`src/rtl/bsg_manycore_drlp_slave_ctrl.sv`:
```
`default_nettype none
// ============================================================================
//  Module   : bsg_manycore_drlp_slave_ctrl
//  Purpose  : Per-PE receive end of the DRLP master->slave weight interface.
//             Captures this PE's weight/bias slice, then streams the words
//             (weights first, bias last) one per handshake into the local
//             MAC datapath. Reports pe_ready/slave_done back to the master.
//  Options  : DRLP_SLAVE_PERF_CNT_EN adds busy_cycles_o, a saturating count
//             of stalled stream cycles (valid high, no yumi).
//  Revision : 1.0  initial release
// ============================================================================
module bsg_manycore_drlp_slave_ctrl #(
    parameter int data_width_p      = 32,
    parameter int wgt_words_p       = 18,
    parameter int imem_addr_width_p = 13
) (
    input  logic                                  clk_i,
    input  logic                                  reset_i,
    input  logic                                  pe_data_v_i,
    input  logic [data_width_p*wgt_words_p-1:0]   wgt_i,
    input  logic [data_width_p-1:0]               bias_i,
    input  logic                                  sld_i,
    input  logic [imem_addr_width_p-1:0]          imem_r_addr_i,
    input  logic                                  dw_wgt_start_i,
    output logic                                  wgt_v_o,
    output logic [data_width_p-1:0]               wgt_data_o,
    output logic                                  wgt_last_o,
    input  logic                                  wgt_yumi_i,
    output logic [imem_addr_width_p-1:0]          imem_addr_o,
    output logic                                  pe_ready_o,
    output logic                                  slave_done_o
`ifdef DRLP_SLAVE_PERF_CNT_EN
    ,
    output logic [31:0]                           busy_cycles_o
`endif
);

    // Counter spans weight words plus one slot for the bias word.
    localparam int                CNT_W    = $clog2(wgt_words_p + 1);
    localparam logic [CNT_W-1:0]  LAST_CNT = CNT_W'(wgt_words_p);

    localparam logic [1:0] ST_IDLE   = 2'd0;
    localparam logic [1:0] ST_LOADED = 2'd1;
    localparam logic [1:0] ST_STREAM = 2'd2;
    localparam logic [1:0] ST_DONE   = 2'd3;

    logic [1:0]                         state_q, state_d;
    logic [CNT_W-1:0]                   cnt_q, cnt_d;
    logic [data_width_p*wgt_words_p-1:0] wgt_q;
    logic [data_width_p-1:0]            bias_q;
    logic [imem_addr_width_p-1:0]       imem_addr_q;
    logic                               load_en;
    logic                               start_en;

    // Flat view of the held slice: entries 0..N-1 are weights, entry N is bias.
    logic [data_width_p-1:0] words_w [wgt_words_p+1];

    generate
        for (genvar gi = 0; gi < wgt_words_p; gi++) begin : g_words
            assign words_w[gi] = wgt_q[gi*data_width_p +: data_width_p];
        end
    endgenerate
    assign words_w[wgt_words_p] = bias_q;

    // State and stream-position registers.
    always_ff @(posedge clk_i or posedge reset_i) begin
        if (reset_i) begin
            state_q <= ST_IDLE;
            cnt_q   <= '0;
        end else begin
            state_q <= state_d;
            cnt_q   <= cnt_d;
        end
    end

    // Next-state logic; sld aborts everywhere except where a capture wins in IDLE.
    always_comb begin
        state_d  = state_q;
        cnt_d    = cnt_q;
        load_en  = 1'b0;
        start_en = 1'b0;
        case (state_q)
            ST_IDLE: begin
                if (pe_data_v_i) begin
                    state_d = ST_LOADED;
                    load_en = 1'b1;
                end
                cnt_d = '0;
            end
            ST_LOADED: begin
                if (sld_i) begin
                    state_d = ST_IDLE;
                    cnt_d   = '0;
                end else if (dw_wgt_start_i) begin
                    state_d  = ST_STREAM;
                    cnt_d    = '0;
                    start_en = 1'b1;
                end
            end
            ST_STREAM: begin
                if (sld_i) begin
                    state_d = ST_IDLE;
                    cnt_d   = '0;
                end else if (wgt_yumi_i) begin
                    if (cnt_q == LAST_CNT) begin
                        state_d = ST_DONE;
                    end else begin
                        cnt_d = cnt_q + 1'b1;
                    end
                end
            end
            ST_DONE: begin
                if (sld_i) begin
                    state_d = ST_IDLE;
                    cnt_d   = '0;
                end else if (dw_wgt_start_i) begin
                    state_d  = ST_STREAM;
                    cnt_d    = '0;
                    start_en = 1'b1;
                end
            end
            default: begin
                state_d = ST_IDLE;
                cnt_d   = '0;
            end
        endcase
    end

    // Held slice and imem address; the slice survives aborts and re-streams.
    always_ff @(posedge clk_i or posedge reset_i) begin
        if (reset_i) begin
            wgt_q       <= '0;
            bias_q      <= '0;
            imem_addr_q <= '0;
        end else begin
            if (load_en) begin
                wgt_q  <= wgt_i;
                bias_q <= bias_i;
            end
            if (start_en) begin
                imem_addr_q <= imem_r_addr_i;
            end
        end
    end

    // Moore outputs decoded from the registered state and counter.
    always_comb begin
        wgt_v_o      = (state_q == ST_STREAM);
        wgt_last_o   = (state_q == ST_STREAM) && (cnt_q == LAST_CNT);
        wgt_data_o   = words_w[cnt_q];
        imem_addr_o  = imem_addr_q;
        pe_ready_o   = (state_q == ST_IDLE);
        slave_done_o = (state_q == ST_DONE);
    end

`ifdef DRLP_SLAVE_PERF_CNT_EN
    logic [31:0] busy_q;

    // Saturating count of stalled stream cycles, cleared on layer restart.
    always_ff @(posedge clk_i or posedge reset_i) begin
        if (reset_i) begin
            busy_q <= '0;
        end else if (sld_i) begin
            busy_q <= '0;
        end else if ((state_q == ST_STREAM) && !wgt_yumi_i && (busy_q != 32'hFFFF_FFFF)) begin
            busy_q <= busy_q + 32'd1;
        end
    end

    assign busy_cycles_o = busy_q;
`endif

`ifndef SYNTHESIS
    // The MAC may only consume a word that is actually offered.
    a_yumi_needs_valid: assert property (@(posedge clk_i) disable iff (reset_i)
        wgt_yumi_i |-> wgt_v_o);
`endif

endmodule
`default_nettype wire
```
`config.mk`:
```
export PLATFORM = sky130hd
export DESIGN_NAME = bsg_manycore_drlp_slave_ctrl
export DESIGN_NICKNAME = d
export VERILOG_FILES = /design/src/rtl/bsg_manycore_drlp_slave_ctrl.sv
export SDC_FILE = /design/constraint.sdc
export NUM_CORES = 1
export LEC_CHECK = 0
export ABC_AREA = 0
export CORE_AREA = 2 2 262 264
export CTS_CLUSTER_SIZE = 28
export DETAILED_ROUTE_END_ITERATION = 12
export DIE_AREA = 0 0 264 266
export PLACE_DENSITY = 0.75
export REMOVE_ABC_BUFFERS = 1
export SLEW_MARGIN = 40
export SYNTH_ARGS = -nofsm -noshare
export SYNTH_HDL_FRONTEND = slang
export SYNTH_SLANG_ARGS = --single-unit
export TNS_END_PERCENT = 20
```
`constraint.sdc`:
```
create_clock -name clk_i -period 38.8 [get_ports clk_i]
set_input_delay 3.88 -clock clk_i [delete_from_list [all_inputs] [get_ports clk_i]]
set_output_delay 3.88 -clock clk_i [all_outputs]
set_load 0.1 [all_outputs]
```
* Word-level counts from Yosys, hierarchy flattened *
Index checks and enable logic that the tools add are counted.

storage, ports and cells
  bits in registers = 628
  bits of input ports = 627
  logic and storage cells = 43

cells by class
  add/sub/neg operators = 1
  $lt $le $gt $ge = 1
  equality and inequality tests = 9
  mux-type cells = 21
  bitwise gates (word level) = 1
  reduce and logical (&&, ||, !) cells = 5

operators with widths
  operator                                                                 number
  32-bit binary-select mux with 5-bit select                               1
  32-bit 2-to-1 mux                                                        2
  5-bit 2-to-1 mux                                                         5
  5-bit one-hot mux with 3 select lines                                    1
  2-bit 2-to-1 mux                                                         6
  6-bit >= comparator, second input constant                               1
  3-bit by 2-bit inequality test with 1-bit output, second input constant  2
  5-bit inverter with 6-bit output                                         1
  2-bit one-hot mux with 3 select lines                                    1
  5-bit by 1-bit adder with 5-bit output, second input constant            1
  5-bit == test, second input constant                                     1
  1-bit 2-to-1 mux                                                         5
  2-bit == test, second input constant                                     2
  4-bit AND reduction                                                      1
  3-bit by 1-bit inequality test with 1-bit output, second input constant  1
  3-bit inequality test, second input constant                             1
  3-bit AND reduction                                                      1
  2-bit by 1-bit == test with 1-bit output, second input constant          1
  2-bit logical NOT                                                        1
  2-bit inequality test, second input constant                             1
  2-bit OR reduction                                                       1
  1-bit logical AND                                                        1

* Longest topological paths before layout *
  word-level depth = 5
  depth in mapped cells = 9

* Worst setup path after synthesis *
Ideal clock, no wire load.

  path type = reg2out
  from = reg state_q[0]
  to = out wgt_last_o
  arrival time = 2.911 ns
  required time = 34.920 ns
  setup slack = 32.009 ns
  cell stages (with the launch flop) = 4
  cell sequence = dfrtp_1 buf_2 nor2b_1 and3_1

on the way
  longest elaborated chain between the ends = 2

ends and longest elaborated chain
  element                   RTL line  source
  start: declaration        47        logic [1:0] state_q, state_d;
  start signal: assignment  71        state_q <= state_d;
  2-bit == test             -
  via wgt_v_o               25        output logic wgt_v_o,
  1-bit logical AND         149       wgt_last_o = (state_q == ST_STREAM) && (cnt_q == LAST_CNT);
  end: declaration          27        output logic wgt_last_o,

The timed path passes the listed nets, and every way through them passes these cells.

* Worst setup path in the final report *
  from = reg cnt_q[0]
  to = out wgt_data_o[25]

on the way
  longest elaborated chain between the ends = 4

ends and longest elaborated chain
  element                                                 RTL line  source
  start: declaration                                      48        logic [CNT_W-1:0] cnt_q, cnt_d;
  start signal: assignment                                72        cnt_q <= cnt_d;
  5-bit inverter with 6-bit output (not written as such)  150       wgt_data_o = words_w[cnt_q];
  32-bit binary-select mux with 5-bit select              150
  32-bit 2-to-1 mux (not written as such) (2 in a row)    150
  end: declaration                                        26        output logic [data_width_p-1:0] wgt_data_o,

No other way between the ends. The select of a mux whose other input is x is not followed.

==> qor.yml <==
outcome: "complete, no violations"
yosysUniqueCellTypes: 38
root_buffer: "clkbuf_16"
synth-edff-count: 0
antenna_found_initial: 9
cp-end-kind: "primary output"
dieArea_mm2: 0.0702
async_reset_ff_share_pct: 100
grt_pass1_vias: 24200
vias: 23700
period_share_pct: 19.5
die_w_um: 264
dpl.hpwl_um: 60100
hp-class: "reg2reg"
final_cell_mix: "nand2_1, clkdlybuf4s50_1, dfrtp_1"
netlist_area_mm2: 0.0285
dp_cells: 4431
finClkSkew_ps: 24.8
start_kind: "register"
yosysWarnings: 0
r2r_end: "wgt_q[346]"
max-vdd-ir-drop_v: 0.0000534
ctsHoldBuffers: 0
worstHoldStart: "wgt_q[118]"
ff2ff_setup_slack_ps: 35670
synthFlopType: "dfrtp_1"
grtUsageTotal_pct: 25.3
slowest_delay_ps: 880
tightest_slew_ps: 839
die_y_um: 266
antenna_left: 0
cts_setup_buffers: 0
dr.pass1.iters: 6
insertion_delay_ps: 620
core-area_mm2: 0.0677
nNetsFinal: 4255
cp_max_fo: 56
min_path_cells: 2
overflow: 0
critical_path.startpoint: "cnt_q[0]"
holdPathEnd: "wgt_q[118]"
fmax_mhz: 132
final.setup.tns_ps: 0
cap_violations: 0
synth_cells: 3042
synth_seq_area_share_pct: 55.1
gp_routability_congestion: 0.869
drive_gt1_share_pct: 9.97
worstPathCellList: "buf_6 -> mux4_2 -> mux2_2 -> a22oi_1 -> o21ai_1 -> buf_2"
setup_viol: 0
required_ps: 34920
rsz0062_at_grt: "no"
relSlewSlack_pct: 44.1
start_util_pct: 42.1
cts_tree: "done"
rows: 96
hold_viol_final: 0
maxSlewViolCount: 0
cts-resized-gates: 0
rr_worst_depth: 6
yosys_register_bits: 628
leakage_uw: 0.0184
grt_pass1_wl_um: 137000
grt_max_degree: 219
fin_cells: 4569
htreeDepth: 3
areaGrowthSynthToFinish_pct: 34.0
ioPinCount: 676
worstReg2RegStart: "state_q[0]"
clockBufferDepth: 3
wl_per_cell_um: 19.5
postSynthAreaPerCell_um2: 9.37
cts_sinks: 628
clk_pin_slew_worst_paths_ps: 60
min_period_ps: 7560
cts_made_buffers: 71
crit_type: "reg2out"
final_common_cell: "nand2_1"
critPathArrivalTime_ps: 3680
drt_iter0_drc: 2454
port_buffers: 675
routed_wl_um: 89300
powerDensity_mw_per_mm2: 74.5
slowest_stage: "dfrtp_4"
via_per_inst: 5.18
drc: 0
state kept, by name, summed over array words and instances, names as in the netlist:
register / flops
wgt_q: 576
cnt_q: 5
bias_q: 32
state_q: 2
imem_addr_o: 13
power breakdown:
part	total [uW]	switching [uW]	internal (uW)
Combinational	941	580	362
Sequential	1190	202	986
Clock	717	284	433
Total	2850	1070	1780
worst max path at each step:
stage	slack, ps	end
2_1_floorplan	17330	bias_q[0]
3_3_place_gp	30900	wgt_data_o[25]
3_5_place_dp	31610	wgt_data_o[1]
4_1_cts	30940	wgt_data_o[17]
6_report	31240	wgt_data_o[25]
5_1_grt	30960	wgt_data_o[25]
per-stage QoR:
step           instance area (um2)  total power [uW]  setup slack, ps  utilization (%)  hold slack [ps]
6_report                     38200              2850            31240             56.4              470
5_1_grt                      38200              3020            30960             56.4              482
4_1_cts                      38100              2860            30940             56.2              471
3_5_place_dp                 35600              2130            31610             52.5              457
3_3_place_gp                 35700              2110            30900             52.7              453
2_1_floorplan                27500              2010            17330                -              440
cell type report:
| class | instances | area (um2) |
|---|---|---|
| Sequential cell | 628 | 15700 |
| Clock buffer | 100 | 2060 |
| Inverter | 3 | 18.8 |
| Fill cell | 5830 | 29500 |
| Clock inverter | 28 | 442 |
| Antenna cell | 6 | 15.0 |
| Multi-Input combinational cell | 2216 | 11900 |
| Timing Repair Buffer | 706 | 6980 |
| Tap cell | 882 | 1100 |
synth_stat cells, types with 2 or more instances:
cell       count  area share, %
a211o_1       16           0.49
a21oi_1        6           0.11
a22o_1        15           0.46
a22oi_1       17           0.45
and2_1         2          0.044
buf_1          5          0.066
buf_2         91            1.6
buf_4         21           0.55
buf_6          7           0.28
clkbuf_1      71           0.93
dfrtp_1      628             55
ha_1           2          0.088
inv_1          3          0.039
mux2_2        29            1.1
mux2i_1       64            2.2
mux4_2       128             10
nand2_1     1842             24
nand2b_1       2          0.044
nand3_1        3          0.053
nor2_1        18           0.24
nor2b_1        3          0.066
o21ai_0       18           0.32
o21ai_1       16           0.28
o2bb2ai_1     17           0.52
or3_1          4          0.088
or3b_2         2          0.061
critical path: cells and delay by family, from the launching register on:
| kind | cells | cell delay (ps) |
|---|---|---|
| multiplexers | 2 | 860 |
| AO/OA/AOI/OAI | 2 | 280 |
| flip-flops | 1 | 880 |
| buffers and inverters | 2 | 960 |
per-layer routing:
layer	up-vias	global-route usage, %	share of wire (%)
met4	6	10.7	4.0
met1	11600	32.5	40
met2	948	42.1	49
met5	-	0	0.041
met3	199	4.75	6.7
li1	10900	-	-
logic make-up (layout without fill, tap and decap cells):
kind of cell / after synthesis / in the layout / synth area share (%)
AND/OR/NAND/NOR: 1883 / 1883 / 25.1
flip-flops: 628 / 628 / 55.1
buffers and inverters: 198 / 837 / 3.47
adder cells (fa/ha/maj): 2 / 2 / 0.0877
other: 0 / 6 / 0
AO/OA/AOI/OAI: 110 / 110 / 2.77
multiplexers: 221 / 221 / 13.5
Power figures use the tool's default switching activity.
